### src/rtl/fir_coeff_bank.sv
// fir_coeff_bank: double-buffered FIR coefficient bank behind a 16-bit
// Wishbone slave. Software fills the shadow bank. A COMMIT request arms a
// copy of the whole bank into the active bank. The copy happens on the next
// sample strobe, so the filter never sees a half-written coefficient set.
//
// Bus handshake: an access is accepted when wb_stb & wb_cyc are high and
// neither wb_ack nor wb_err is currently high (that is, neither was asserted
// by the previous edge). Exactly one of wb_ack/wb_err pulses for one cycle on
// the cycle after the accept. Register side effects happen on the accept
// edge. wb_rd_dat is non-zero only in a read-ack cycle.
module fir_coeff_bank #(
    parameter int                NUM_TAPS   = 33,
    parameter int                COEF_W     = 16,
    parameter int                ADDR_W     = 8,
    parameter logic [COEF_W-1:0] CENTER_RST = 16'hFFFF
) (
    input  logic                       clk,
    input  logic                       rst,
    input  logic [ADDR_W-1:0]          wb_adr,
    output logic [COEF_W-1:0]          wb_rd_dat,
    input  logic [COEF_W-1:0]          wb_wr_dat,
    input  logic                       wb_we,
    input  logic [COEF_W/8-1:0]        wb_sel,
    input  logic                       wb_stb,
    input  logic                       wb_cyc,
    output logic                       wb_ack,
    output logic                       wb_err,
    input  logic                       sample_stb,
    output logic [NUM_TAPS*COEF_W-1:0] coeff_flat,
    output logic                       coeff_update,
    output logic [COEF_W-1:0]          testvec_sel
);

    localparam int SEL_W  = COEF_W / 8;
    localparam int CENTER = NUM_TAPS / 2;

    localparam logic [ADDR_W-1:0] SHADOW_END  = ADDR_W'(NUM_TAPS);
    localparam logic [ADDR_W-1:0] ACTIVE_BASE = ADDR_W'(64);
    localparam logic [ADDR_W-1:0] ACTIVE_END  = ADDR_W'(64 + NUM_TAPS);
    localparam logic [ADDR_W-1:0] CTRL_ADR    = ADDR_W'(8'hC0);
    localparam logic [ADDR_W-1:0] STATUS_ADR  = ADDR_W'(8'hC1);
    localparam logic [ADDR_W-1:0] TESTVEC_ADR = ADDR_W'(8'hC2);

    typedef enum logic {
        IDLE    = 1'b0,
        PENDING = 1'b1
    } state_t;

    state_t            state;
    logic [7:0]        commit_cnt;
    logic [COEF_W-1:0] shadow [NUM_TAPS];
    logic [COEF_W-1:0] active [NUM_TAPS];

    logic              pending;
    logic              accept;
    logic              hit_shadow;
    logic              hit_active;
    logic              bad;
    logic [COEF_W-1:0] rd_mux;
    logic              ctrl_wr;
    logic              commit_req;
    logic              abort_req;
    logic              shadow_wr;
    logic              testvec_wr;
    logic [5:0]        tap_idx;

    assign pending = (state == PENDING);
    assign tap_idx = wb_adr[5:0];

    // Keep the bytes whose enable is clear, take the new data elsewhere.
    function automatic logic [COEF_W-1:0] byte_merge(
        input logic [COEF_W-1:0] old_val,
        input logic [COEF_W-1:0] new_val,
        input logic [SEL_W-1:0]  sel
    );
        logic [COEF_W-1:0] r;
        r = old_val;
        for (int b = 0; b < SEL_W; b++) begin
            if (sel[b]) begin
                r[b*8 +: 8] = new_val[b*8 +: 8];
            end
        end
        return r;
    endfunction

    // Address decode, legality check and read mux for the access now on the bus.
    always_comb begin
        accept     = wb_stb && wb_cyc && !wb_ack && !wb_err;
        hit_shadow = (wb_adr < SHADOW_END);
        hit_active = (wb_adr >= ACTIVE_BASE) && (wb_adr < ACTIVE_END);
        bad        = 1'b0;
        rd_mux     = '0;
        if (hit_shadow) begin
            rd_mux = shadow[tap_idx];
            bad    = wb_we && pending;
        end else if (hit_active) begin
            rd_mux = active[tap_idx];
            bad    = wb_we;
        end else if (wb_adr == CTRL_ADR) begin
            rd_mux = '0;
        end else if (wb_adr == STATUS_ADR) begin
            rd_mux = {commit_cnt, 7'b0, pending};
            bad    = wb_we;
        end else if (wb_adr == TESTVEC_ADR) begin
            rd_mux = testvec_sel;
        end else begin
            bad = 1'b1;
        end
        shadow_wr  = accept && !bad && wb_we && hit_shadow;
        testvec_wr = accept && !bad && wb_we && (wb_adr == TESTVEC_ADR);
        ctrl_wr    = accept && !bad && wb_we && (wb_adr == CTRL_ADR) && wb_sel[0];
        commit_req = ctrl_wr && wb_wr_dat[0] && !wb_wr_dat[1];
        abort_req  = ctrl_wr && wb_wr_dat[1];
    end

    // Bus responses, shadow bank writes and the test-vector register.
    always_ff @(posedge clk) begin
        if (rst) begin
            wb_ack      <= 1'b0;
            wb_err      <= 1'b0;
            wb_rd_dat   <= '0;
            testvec_sel <= '0;
            for (int k = 0; k < NUM_TAPS; k++) begin
                shadow[k] <= (k == CENTER) ? CENTER_RST : '0;
            end
        end else begin
            wb_ack    <= 1'b0;
            wb_err    <= 1'b0;
            wb_rd_dat <= '0;
            if (accept) begin
                if (bad) begin
                    wb_err <= 1'b1;
                end else begin
                    wb_ack <= 1'b1;
                    if (!wb_we) begin
                        wb_rd_dat <= rd_mux;
                    end
                end
            end
            if (shadow_wr) begin
                shadow[tap_idx] <= byte_merge(shadow[tap_idx], wb_wr_dat, wb_sel);
            end
            if (testvec_wr) begin
                testvec_sel <= byte_merge(testvec_sel, wb_wr_dat, wb_sel);
            end
        end
    end

    // Commit FSM: arm on COMMIT, copy shadow to active on a later sample strobe.
    always_ff @(posedge clk) begin
        if (rst) begin
            state        <= IDLE;
            commit_cnt   <= '0;
            coeff_update <= 1'b0;
            for (int k = 0; k < NUM_TAPS; k++) begin
                active[k] <= (k == CENTER) ? CENTER_RST : '0;
            end
        end else begin
            coeff_update <= 1'b0;
            case (state)
                IDLE: begin
                    if (commit_req) begin
                        state <= PENDING;
                    end
                end
                PENDING: begin
                    if (abort_req) begin
                        state <= IDLE;
                    end else if (sample_stb) begin
                        for (int k = 0; k < NUM_TAPS; k++) begin
                            active[k] <= shadow[k];
                        end
                        coeff_update <= 1'b1;
                        commit_cnt   <= commit_cnt + 8'd1;
                        state        <= IDLE;
                    end
                end
                default: state <= IDLE;
            endcase
        end
    end

    // Flatten the active bank for the filter datapath.
    for (genvar g = 0; g < NUM_TAPS; g++) begin : g_flat
        assign coeff_flat[g*COEF_W +: COEF_W] = active[g];
    end

endmodule
### config.mk
export PLATFORM = sky130hd
export DESIGN_NAME = fir_coeff_bank
export DESIGN_NICKNAME = d
export VERILOG_FILES = /design/src/rtl/fir_coeff_bank.sv
export SDC_FILE = /design/constraint.sdc
export NUM_CORES = 2
export LEC_CHECK = 0
export CORE_UTILIZATION = 50
export CTS_CLUSTER_DIAMETER = 60
export DETAILED_ROUTE_END_ITERATION = 10
export GPL_ROUTABILITY_DRIVEN = 0
export GPL_TIMING_DRIVEN = 1
export HOLD_SLACK_MARGIN = 0.12
export PLACE_DENSITY = 0.71
export SLEW_MARGIN = 20
export SYNTH_ARGS = -nofsm -noshare
export SYNTH_HDL_FRONTEND = slang
export SYNTH_SLANG_ARGS = --single-unit
### constraint.sdc
create_clock -name clk -period 29.7 [get_ports clk]
set_input_delay 4.455 -clock clk [delete_from_list [all_inputs] [get_ports clk]]
set_output_delay 4.455 -clock clk [all_outputs]
set_load 0.05 [all_outputs]
==> flow_summary_export.csv <==
group,metric,value,unit
power,seq_power_share,0.507,
cts,cts_root_buffer,"clkbuf_16",
routing,dr_total_vias,44979,
yosys,synth_top_area_cell,"edfxtp_1",
critical_path,r2r_cells,6,
routing,wl_per_cell,32.13,um
timing,setup_viol,0,
power,switchingPower,1.323,mW
power,clkPwrFrac,0.392,
placed_design,port_buffers,594,
yosys,async_reset_ff_frac,0,
yosys,synthTopCellsByCount,"edfxtp_1 (1552), nor2_1 (558), and2_1 (528)",
power,internal_power,3.918,mW
power,p_sw_frac,0.2525,
final_layout,finalInstanceArea,83200,um^2
critical_path,r2r-start,"wb_err",
yosys,synth_top_area_share,0.6773,
routing,routed_wl,236200,um
timing,tightest_slew,1324,ps
cts,clk_pin_slew,60,ps
cts,hold_buffers,0,
die,io_pins,595,
die,die_area,139100,um^2
power,vdd_drop_max,60.88,uV
placed_design,hpwl,162300,um
worst_hold_path,hold_depth,1,
cts,clk_path_buf_depth,3,
yosys,yosysMostFrequentCell,"edfxtp_1",
die,dieWidth,373.0,um
die,start_util,0.5061,
cts,post_cts_resized,0,
power,p_leak,30.83,nW
yosys,netlist_area,68810,um^2
critical_path,crit_type,"in2reg",
final_layout,syn_to_final_growth,20.91,%
yosys,ys_seq_elements,1596,
final_layout,num-fill-cells,10005,
final_layout,drive_above_1_share,0.1188,
routing,drtPass1Iterations,7,
yosys,synth-seq-area-share,0.6901,
grt,grt_first_pass_wirelength,321700,um
die,rows,135,
grt,grt_pass1_vias,42374,
yosys,synthTopCellsByArea,"edfxtp_1 (68%), mux4_2 (6.7%), and2_1 (4.8%), mux2i_1 (4.3%), nor2_1 (3.0%)",
grt,globalRouteTotalUtil,0.3333,
die,die_y,373.0,um
power,power_density,62.99,nW/um^2
final_layout,nets,5456,
routing,drc,0,
placed_design,place_area,77810,um^2
routing,viasPerCell,6.116,
routing,drtAntennaViolNets,0,
yosys,ys_types,88,
cts,h-tree-depth,4,
critical_path,cp-start-kind,"input pin",
timing,slew_headroom,0.1171,
critical_path,timing.rr.end,"shadow[8][5]",
critical_path,arrival,10880,ps
worst_hold_path,hold_path_class,"reg2reg",
timing,finalMaxSlewViolations,0,
grt,grt_max_degree,276,
routing,drtIter0Drc,7889,
timing,max_freq,96.17,MHz
timing,finClkSkew,54.72,ps
yosys,synth_edf_count,1552,
cts,cts_setup_buffers,0,
critical_path,crit_required,30180,ps
power,p_comb_frac,0.100,
final_layout,post-route-util,0.6119,
die,core-area,136000,um^2
timing,period_share,0.3501,
worst_hold_path,hold_end,"active[28][2]",
yosys,synth_cells,4381,
cts,clk_latency,830,ps
yosys,yosysWarnings,0,
job,maxCapViolCount,0,
timing,rsz0062_at_grt,"false",
cts,cts_buffers,165,
yosys,synth_ff_type,"edfxtp_1",
critical_path,critical_path_peak_fanout,110,
grt,antenna_found_initial,24,
cts,cts_sinks,1596,
timing,setup_tns,0,ps
yosys,avgSynthCellArea,15.71,um^2
timing,hold_violations,0,
timing,post-route-min-period,10400,ps
cts,cts_tree,"built",
worst_hold_path,hold_start,"shadow[28][2]",
grt,gr-total-overflow,0,
outcome,status,"finished, final reports clean",
critical_path,crit_path_end_kind,"flip-flop",
critical_path,reg2reg_slack,23550,ps
==> power groups by stage <==
stage	Sequential, mW	Clock (mW)	Combinational (mW)
after floorplan	2.77	0	0.239
final	2.66	2.06	0.526
after global routing	2.67	2.15	0.536
after detailed placement	2.70	0	0.508
after global placement	2.70	0	0.502
after CTS	2.66	2.06	0.509
==> worst max-delay path by stage <==
stage,start,slack (ps),to
2_1_floorplan,wb_adr[5],17250,active[0][0]
3_3_place_gp,wb_adr[1],18850,shadow[56][13]
3_5_place_dp,wb_adr[1],18810,shadow[60][13]
4_1_cts,wb_adr[1],19630,shadow[56][13]
5_1_grt,wb_adr[1],19240,shadow[36][10]
6_report,wb_adr[1],19300,shadow[61][10]
==> flip-flops by register name (all words and copies together), names as in the netlist <==
signal / flops
active: 528
coeff_update: 1
commit_cnt: 8
pending: 1
shadow: 1024
testvec_sel: 16
wb_ack: 1
wb_err: 1
wb_rd_dat: 16
==> cells by family (layout without fill, tap and decap cells) <==
family / count (synthesis) / count (layout) / share of synthesized area
flip-flops: 1596 / 1596 / 0.6901
multiplexers: 567 / 567 / 0.1264
other: 1 / 505 / 0.00005450
XOR/XNOR: 7 / 7 / 0.0008910
AO/OA/AOI/OAI: 387 / 387 / 0.04317
adder cells (fa/ha/maj): 1 / 1 / 0.0001818
buffers and inverters: 349 / 1037 / 0.03113
AND/OR/NAND/NOR: 1473 / 1473 / 0.1081
==> layout by cell type, fill, tap and decap left out, types with 28 or more instances in the layout <==
cell type        count
clkinv_2            28
a221oi_1            34
nand3_1             59
edfxtp_1          1552
dfxtp_1             44
mux4_2             205
clkinv_1            40
buf_4              104
and2_1             527
a22oi_1            141
mux2i_1            294
clkdlybuf4s50_1    588
nand2_1            147
a21oi_1             69
mux2_2              43
conb_1             496
nor2_1             555
clkbuf_16          167
nand2b_1            52
clkbuf_1            34
==> metrics by stage <==
step	total power [mW]	std cells	setup WS [ps]	hold slack, ps
2_1_floorplan	3.008	4876	17250	479.5
3_3_place_gp	3.199	7034	18850	503.4
3_5_place_dp	3.212	7036	18810	525.9
4_1_cts	5.227	7344	19630	534.0
5_1_grt	5.348	7346	19240	543.0
6_report	5.241	7354	19300	526.0
==> worst max-delay path, stage by stage <==
cell      delay (ps)
buf_8            450
buf_4            600
buf_12           620
buf_4            720
buf_4            790
mux2i_1          180
a22o_1           260
a221oi_1         880
o221ai_1         490
o41a_2           620
inv_1            610
==> final cells by class <==
| type | instances | area, um^2 | area share |
|---|---|---|---|
| clock buffer | 209 | 4417 | 0.05308 |
| inverter | 22 | 82.58 | 0.0009925 |
| clock inverter | 99 | 933.4 | 0.01122 |
| sequential | 1596 | 47490 | 0.5707 |
| timing repair buffer | 707 | 6849 | 0.08232 |
| antenna | 9 | 22.52 | 0.0002707 |
| tap | 1781 | 2228 | 0.02678 |
| multi-input combinational | 2931 | 21180 | 0.2546 |
==> routing by layer <==
layer	global-route usage	share of wire
met1	0.4118	0.34
met2	0.4931	0.44
met3	0.1496	0.16
met4	0.1707	0.060
met5	0.008386	0.0011
Note: power is estimated with default switching activity, not from simulation.
